File: src/rtl/axis_bram_pkg.sv
// Shared constants and state encoding for the axis_bram write path.
package axis_bram_pkg;

  localparam int DATA_W         = 32;
  localparam int STRB_W         = DATA_W / 8;
  localparam int WORDS_PER_LINE = 36;
  localparam int LINE_CNT_W     = 12;
  localparam int WORD_CNT_W     = $clog2(WORDS_PER_LINE);

  localparam logic [DATA_W-1:0] PAD_WORD = '0;

  // Framer states
  localparam logic [1:0] ST_IDLE = 2'd0;
  localparam logic [1:0] ST_PASS = 2'd1;
  localparam logic [1:0] ST_PAD  = 2'd2;
  localparam logic [1:0] ST_DROP = 2'd3;

  // A zero line count would make an empty frame; treat it as one line.
  function automatic logic [LINE_CNT_W-1:0] eff_lines(input logic [LINE_CNT_W-1:0] cfg);
    return (cfg == '0) ? LINE_CNT_W'(1) : cfg;
  endfunction

endpackage

File: src/rtl/axis_skid_buf.sv
// Two-entry skid buffer used as the registered output stage.
// s_ready comes straight from a flop so upstream never sees m_ready combinationally.
module axis_skid_buf #(
  parameter int W = 37
) (
  input  logic         aclk,
  input  logic         areset,
  input  logic [W-1:0] s_data,
  input  logic         s_valid,
  output logic         s_ready,
  output logic [W-1:0] m_data,
  output logic         m_valid,
  input  logic         m_ready
);

  logic         out_valid_reg, out_valid_next;
  logic         skid_valid_reg, skid_valid_next;
  logic         ready_reg, ready_next;
  logic [W-1:0] out_data_reg, out_data_next;
  logic [W-1:0] skid_data_reg, skid_data_next;

  // Drain the output slot first, then place any accepted word in the first free slot.
  always_comb begin
    out_valid_next  = out_valid_reg;
    out_data_next   = out_data_reg;
    skid_valid_next = skid_valid_reg;
    skid_data_next  = skid_data_reg;
    if (m_ready || !out_valid_reg) begin
      out_valid_next  = skid_valid_reg;
      if (skid_valid_reg) out_data_next = skid_data_reg;
      skid_valid_next = 1'b0;
    end
    if (s_valid && ready_reg) begin
      if (!out_valid_next) begin
        out_valid_next = 1'b1;
        out_data_next  = s_data;
      end else begin
        skid_valid_next = 1'b1;
        skid_data_next  = s_data;
      end
    end
    ready_next = !skid_valid_next;
  end

  // Storage registers; ready stays low during reset and rises on the first edge after.
  always_ff @(posedge aclk or posedge areset) begin
    if (areset) begin
      out_valid_reg  <= 1'b0;
      out_data_reg   <= '0;
      skid_valid_reg <= 1'b0;
      skid_data_reg  <= '0;
      ready_reg      <= 1'b0;
    end else begin
      out_valid_reg  <= out_valid_next;
      out_data_reg   <= out_data_next;
      skid_valid_reg <= skid_valid_next;
      skid_data_reg  <= skid_data_next;
      ready_reg      <= ready_next;
    end
  end

  assign s_ready = ready_reg;
  assign m_data  = out_data_reg;
  assign m_valid = out_valid_reg;

endmodule

File: src/rtl/axis_line_framer.sv
// Re-frames an arbitrary-length AXI-Stream packet into whole BRAM lines and frames:
// short packets are padded to the line boundary, overlong packets are truncated.
module axis_line_framer
  import axis_bram_pkg::*;
(
  input  logic                  aclk,
  input  logic                  areset,
  input  logic [LINE_CNT_W-1:0] cfg_lines,
  input  logic [DATA_W-1:0]     s00_axis_tdata,
  input  logic                  s00_axis_tvalid,
  output logic                  s00_axis_tready,
  input  logic                  s00_axis_tlast,
  output logic [DATA_W-1:0]     m00_axis_tdata,
  output logic [STRB_W-1:0]     m00_axis_tstrb,
  output logic                  m00_axis_tvalid,
  input  logic                  m00_axis_tready,
  output logic                  m00_axis_tlast,
  output logic                  frame_done,
  output logic                  trunc_err,
  output logic                  busy
);

  localparam int PAYLOAD_W = DATA_W + STRB_W + 1;

  logic [1:0]            state_reg, state_next;
  logic [WORD_CNT_W-1:0] word_cnt_reg, word_cnt_next;
  logic [LINE_CNT_W-1:0] line_cnt_reg, line_cnt_next;
  logic [LINE_CNT_W-1:0] lines_reg, lines_next, cur_lines;
  logic                  trunc_reg, trunc_next;
  logic [1:0]            open_frames_reg;
  logic                  frame_done_reg;

  logic                  buf_ready, buf_valid, buf_last;
  logic [DATA_W-1:0]     buf_data;
  logic [STRB_W-1:0]     buf_strb;
  logic [PAYLOAD_W-1:0]  buf_out;

  logic in_fire, pad_fire, last_word, last_line, frame_open, frame_close;

  // PAD owns the output path; DROP swallows words without touching it.
  assign s00_axis_tready = (state_reg == ST_DROP) || ((state_reg != ST_PAD) && buf_ready);
  assign in_fire   = s00_axis_tvalid && s00_axis_tready;
  assign pad_fire  = (state_reg == ST_PAD) && buf_ready;
  // In IDLE the line count is not latched yet, so decisions use the live config.
  assign cur_lines = (state_reg == ST_IDLE) ? eff_lines(cfg_lines) : lines_reg;
  assign last_word = (word_cnt_reg == WORD_CNT_W'(WORDS_PER_LINE - 1));
  assign last_line = (line_cnt_reg == cur_lines - LINE_CNT_W'(1));

  // Framing decisions per accepted input word or emitted pad word.
  always_comb begin
    state_next    = state_reg;
    word_cnt_next = word_cnt_reg;
    line_cnt_next = line_cnt_reg;
    lines_next    = lines_reg;
    trunc_next    = trunc_reg;
    buf_valid     = 1'b0;
    buf_data      = s00_axis_tdata;
    buf_strb      = '1;
    buf_last      = 1'b0;
    case (state_reg)
      ST_IDLE, ST_PASS: begin
        buf_valid = s00_axis_tvalid;
        if (in_fire) begin
          lines_next    = cur_lines;
          state_next    = ST_PASS;
          word_cnt_next = word_cnt_reg + WORD_CNT_W'(1);
          if (last_word) begin
            word_cnt_next = '0;
            line_cnt_next = line_cnt_reg + LINE_CNT_W'(1);
            if (s00_axis_tlast || last_line) begin
              // Frame ends here: clean end, short frame, or start of truncation.
              buf_last      = 1'b1;
              line_cnt_next = '0;
              state_next    = s00_axis_tlast ? ST_IDLE : ST_DROP;
              if (!s00_axis_tlast) trunc_next = 1'b1;
            end
          end else if (s00_axis_tlast) begin
            state_next = ST_PAD;
          end
        end
      end
      ST_PAD: begin
        buf_valid = 1'b1;
        buf_data  = PAD_WORD;
        buf_strb  = '0;
        if (pad_fire) begin
          word_cnt_next = word_cnt_reg + WORD_CNT_W'(1);
          if (last_word) begin
            buf_last      = 1'b1;
            word_cnt_next = '0;
            line_cnt_next = '0;
            state_next    = ST_IDLE;
          end
        end
      end
      default: begin
        if (in_fire && s00_axis_tlast) state_next = ST_IDLE;
      end
    endcase
  end

  // Framer state and counters.
  always_ff @(posedge aclk or posedge areset) begin
    if (areset) begin
      state_reg    <= ST_IDLE;
      word_cnt_reg <= '0;
      line_cnt_reg <= '0;
      lines_reg    <= '0;
      trunc_reg    <= 1'b0;
    end else begin
      state_reg    <= state_next;
      word_cnt_reg <= word_cnt_next;
      line_cnt_reg <= line_cnt_next;
      lines_reg    <= lines_next;
      trunc_reg    <= trunc_next;
    end
  end

  // A new frame may start while the previous tlast still waits downstream,
  // so busy tracks frames opened but not yet closed at the output.
  assign frame_open  = (state_reg == ST_IDLE) && in_fire;
  assign frame_close = m00_axis_tvalid && m00_axis_tready && m00_axis_tlast;

  // Frame completion pulse and open-frame count.
  always_ff @(posedge aclk or posedge areset) begin
    if (areset) begin
      open_frames_reg <= '0;
      frame_done_reg  <= 1'b0;
    end else begin
      frame_done_reg <= frame_close;
      case ({frame_open, frame_close})
        2'b10:   open_frames_reg <= open_frames_reg + 2'd1;
        2'b01:   open_frames_reg <= open_frames_reg - 2'd1;
        default: open_frames_reg <= open_frames_reg;
      endcase
    end
  end

  axis_skid_buf #(
    .W(PAYLOAD_W)
  ) u_out_buf (
    .aclk    (aclk),
    .areset  (areset),
    .s_data  ({buf_last, buf_strb, buf_data}),
    .s_valid (buf_valid),
    .s_ready (buf_ready),
    .m_data  (buf_out),
    .m_valid (m00_axis_tvalid),
    .m_ready (m00_axis_tready)
  );

  assign m00_axis_tdata = buf_out[DATA_W-1:0];
  assign m00_axis_tstrb = buf_out[DATA_W +: STRB_W];
  assign m00_axis_tlast = buf_out[PAYLOAD_W-1];
  assign frame_done     = frame_done_reg;
  assign trunc_err      = trunc_reg;
  assign busy           = (open_frames_reg != 2'd0);

endmodule

File: config.mk
export PLATFORM = sky130hd
export DESIGN_NAME = axis_line_framer
export DESIGN_NICKNAME = d
export VERILOG_FILES = /design/src/rtl/axis_bram_pkg.sv /design/src/rtl/axis_skid_buf.sv /design/src/rtl/axis_line_framer.sv
export SDC_FILE = /design/constraint.sdc
export NUM_CORES = 1
export LEC_CHECK = 0
export BUFFER_PORTS_ARGS = -buffer_cell sky130_fd_sc_hd__buf_2
export CAP_MARGIN = 20
export CORE_ASPECT_RATIO = 1.2
export CORE_MARGIN = 10
export CORE_UTILIZATION = 40
export CTS_BUF_LIST = sky130_fd_sc_hd__clkbuf_4 sky130_fd_sc_hd__clkbuf_8 sky130_fd_sc_hd__clkbuf_16
export DETAILED_ROUTE_END_ITERATION = 6
export PLACE_DENSITY_LB_ADDON = 0.2
export RECOVER_POWER = 50
export SLEW_MARGIN = 20
export SYNTH_ARGS = -nofsm -noshare
export SYNTH_HDL_FRONTEND = slang
export SYNTH_SLANG_ARGS = --single-unit
export TNS_END_PERCENT = 100
File: constraint.sdc
create_clock -name aclk -period 3.6 [get_ports aclk]
set_clock_uncertainty 0.2 [all_clocks]
set_input_delay 0.36 -clock aclk [delete_from_list [all_inputs] [get_ports aclk]]
set_output_delay 0.36 -clock aclk [all_outputs]
set_load 0.02 [all_outputs]
==> flow_metrics.py <==
metrics = {
    "clock_tree": {
        "cts.repair.resized": 0,
        "cts_buffer_depth": 2,
        "clock_latency_ns": 0.35,
        "cts_tree": "yes",
        "numCtsBuffers": 9,
        "post_cts_buffers": 0,
        "clock-sinks": 110,
        "path_clk_slew_ns": 0.07,
        "cts_max_level": 3,
        "hold_buffers": 0,
        "cts_root_buf": "clkbuf_16",
    },
    "sta": {
        "rsz0062_at_grt": "no",
        "final.setup.tns_ns": 0,
        "min_period_ns": 3.20,
        "relSlewSlack": -0.752,
        "fmax_ghz": 0.312,
        "fin_ws_ns": 0.396,
        "hold_viol": 0,
        "drv_slew": 72,
        "setup-violations-final": 0,
        "worst_pin_slew_ns": 2.62,
        "fin_crit_sh": 0.890,
    },
    "grt": {
        "grt_util_all_layers": 0.153,
        "grt_max_degree": 72,
        "antenna_found_initial": 0,
        "first_global_vias": 4649,
        "grt_first_pass_wirelength_um": 23800,
        "grt.overflow.total": 0,
    },
    "floorplanning": {
        "start_util": 0.405,
        "die_w_um": 127,
        "design.core.area_um2": 13700,
        "chipHeight_um": 149,
        "die_area_um2": 19000,
        "num_rows": 47,
        "io_pins": 91,
    },
    "critical_path": {
        "cp_max_fo": 17,
        "worstSetupPathType": "input pin to register",
        "cp-start-kind": "input pin",
        "cp_data_arrival_time_ns": 3.23,
        "endpoint_kind": "register",
        "required_ns": 3.63,
    },
    "placed_design": {
        "post-place-ws_ns": 0.0327,
        "io_buffers": 90,
        "place.gp.congestion": 0.858,
        "dpl.hpwl_um": 10000,
    },
    "drt": {
        "wl_per_cell_um": 16.8,
        "antenna_left": 0,
        "num_vias": 4460,
        "top_layer_used": "met4",
        "dr.pass1.iters": 4,
        "wl_um": 14000,
        "drc": 0,
        "wl_met3_um": 843,
        "met2WireLength_um": 6770,
        "vias_per_cell": 5.33,
        "drt_iter0_markers": 198,
        "wl_met1_um": 6170,
    },
    "synth": {
        "synth-edff-count": 0,
        "ys_types": 56,
        "syn-cell-area_um2": 5550,
        "synth_most_common_cell": "nand2_1",
        "yosys_most_used_dff": "dfrtp_1",
        "async_flop_share": 1.00,
        "synth_top_area_share": 0.496,
        "ys_seq_area_frac": 0.496,
        "synthCells": 578,
        "synth_nets": 631,
        "synth_area_leaders": "dfrtp_1 50%, mux2_2 8.9%, nand2_1 8.4%",
        "synth_area_leader_cell": "dfrtp_1",
        "synth_common_cells": "124 x nand2_1, 110 x dfrtp_1, 82 x o21ai_0",
        "ys_ff_latch": 110,
        "synth_area_per_cell_um2": 9.59,
        "ys_warn_count": 0,
    },
    "run_status": {
        "violations": "max-capacitance violations, max-slew violations",
        "status": "finished, violations left",
    },
    "hold_path": {
        "holdCritPathClass": "input pin to register",
    },
    "pwr": {
        "peakVddDrop_mv": 0.357,
        "leakage_nw": 3.03,
        "power_density_nw_per_um2": 863,
    },
    "layout": {
        "seqCellArea_um2": 2750,
        "largest_reg_flops": 37,
        "drive_gt1_frac": 0.236,
        "nFillCells": 1343,
        "num_antenna_cells": 0,
        "multiInputGateArea_um2": 2630,
        "syn_to_final_growth_pct": 16.2,
        "final_nets": 714,
    },
    "job": {
        "timing.max_cap.violations": 1,
    },
}
## cell usage in the layout (no fill, tap or decap), drive strengths merged, types with 12 or more instances in the layout
| master | count |
|---|---|
| nor2 | 21 |
| clkbuf | 31 |
| mux2 | 44 |
| nand2 | 124 |
| dfrtp | 110 |
| buf | 84 |
| a21oi | 12 |
| nand3 | 13 |
| o21ai | 83 |
| xnor2 | 17 |
## critical path: stages
cell and delay [ns]:
buf_2 0.14, nor4_1 0.47, a41oi_1 0.23, o21a_1 0.25
ha_1 0.23, xor2_1 0.16, xnor2_1 0.13, a2111oi_0 0.34
o2111a_1 0.25, o2111a_4 0.35, nand2b_1 0.21, o21ai_0 0.12
## layout make-up
| class | instances | share of cell area |
|---|---|---|
| Tap cell | 171 | 0.0332 |
| Clock inverter | 6 | 0.00699 |
| Timing Repair Buffer | 105 | 0.0825 |
| Inverter | 9 | 0.00524 |
| Multi-Input combinational cell | 426 | 0.409 |
| Sequential cell | 110 | 0.427 |
| Clock buffer | 10 | 0.0361 |
## cell families (layout without fill, tap and decap cells)
group	after synthesis	in the layout	synth area share
DFF	110	110	0.496
buffers and inverters	42	130	0.0316
AOI/OAI and AO/OA	131	131	0.141
adders and majority gates	4	4	0.00903
muxes	53	53	0.106
xor gates and xnor gates	20	20	0.0316
and+or+nand+nor	218	218	0.185
## power breakdown
group	switching, W	internal, W	leakage [nW]	total (W)
sequential	0.000337	0.00174	1.38	0.00208
combinational	0.00149	0.00103	1.52	0.00252
clock	0.000475	0.000483	0.134	0.000958
total	0.00231	0.00325	3.03	0.00556
## per-layer routing
layer,track usage,vias up
li1,-,2190
met1,0.191,2141
met2,0.246,111
met3,0.0402,18
met4,0.0621,0
met5,0,-
## path summary, 6_finish.rpt
kind                                         to                from  slack, ns  cells after the start
max                             line_cnt_reg[7]        cfg_lines[7]       0.40                     12
min                        u_out_buf.m_data[19]  s00_axis_tdata[19]       0.06                      3
max reg2reg                     line_cnt_reg[7]        state_reg[0]       0.42                      8
min reg2reg                  open_frames_reg[1]  open_frames_reg[1]       0.26                      1
max in group asynchronous         lines_reg[11]              areset       0.82                      3
min in group asynchronous  u_out_buf.m_data[33]              areset       0.72                      2
## metrics by stage
step / utilization / total power (W) / area [µm²] / cells / hold slack, ns
global route: 0.470 / 0.00606 / 6440 / 837 / 0.0600
global placement: 0.452 / 0.00459 / 6200 / 821 / 0.250
finish: 0.470 / 0.00556 / 6440 / 837 / 0.0563
CTS: 0.473 / 0.00565 / 6480 / 837 / 0.0141
detailed placement: 0.452 / 0.00468 / 6200 / 821 / 0.252
floorplan: - / 0.00391 / 5550 / 578 / 0.234
(Power assumes the default switching activity.)
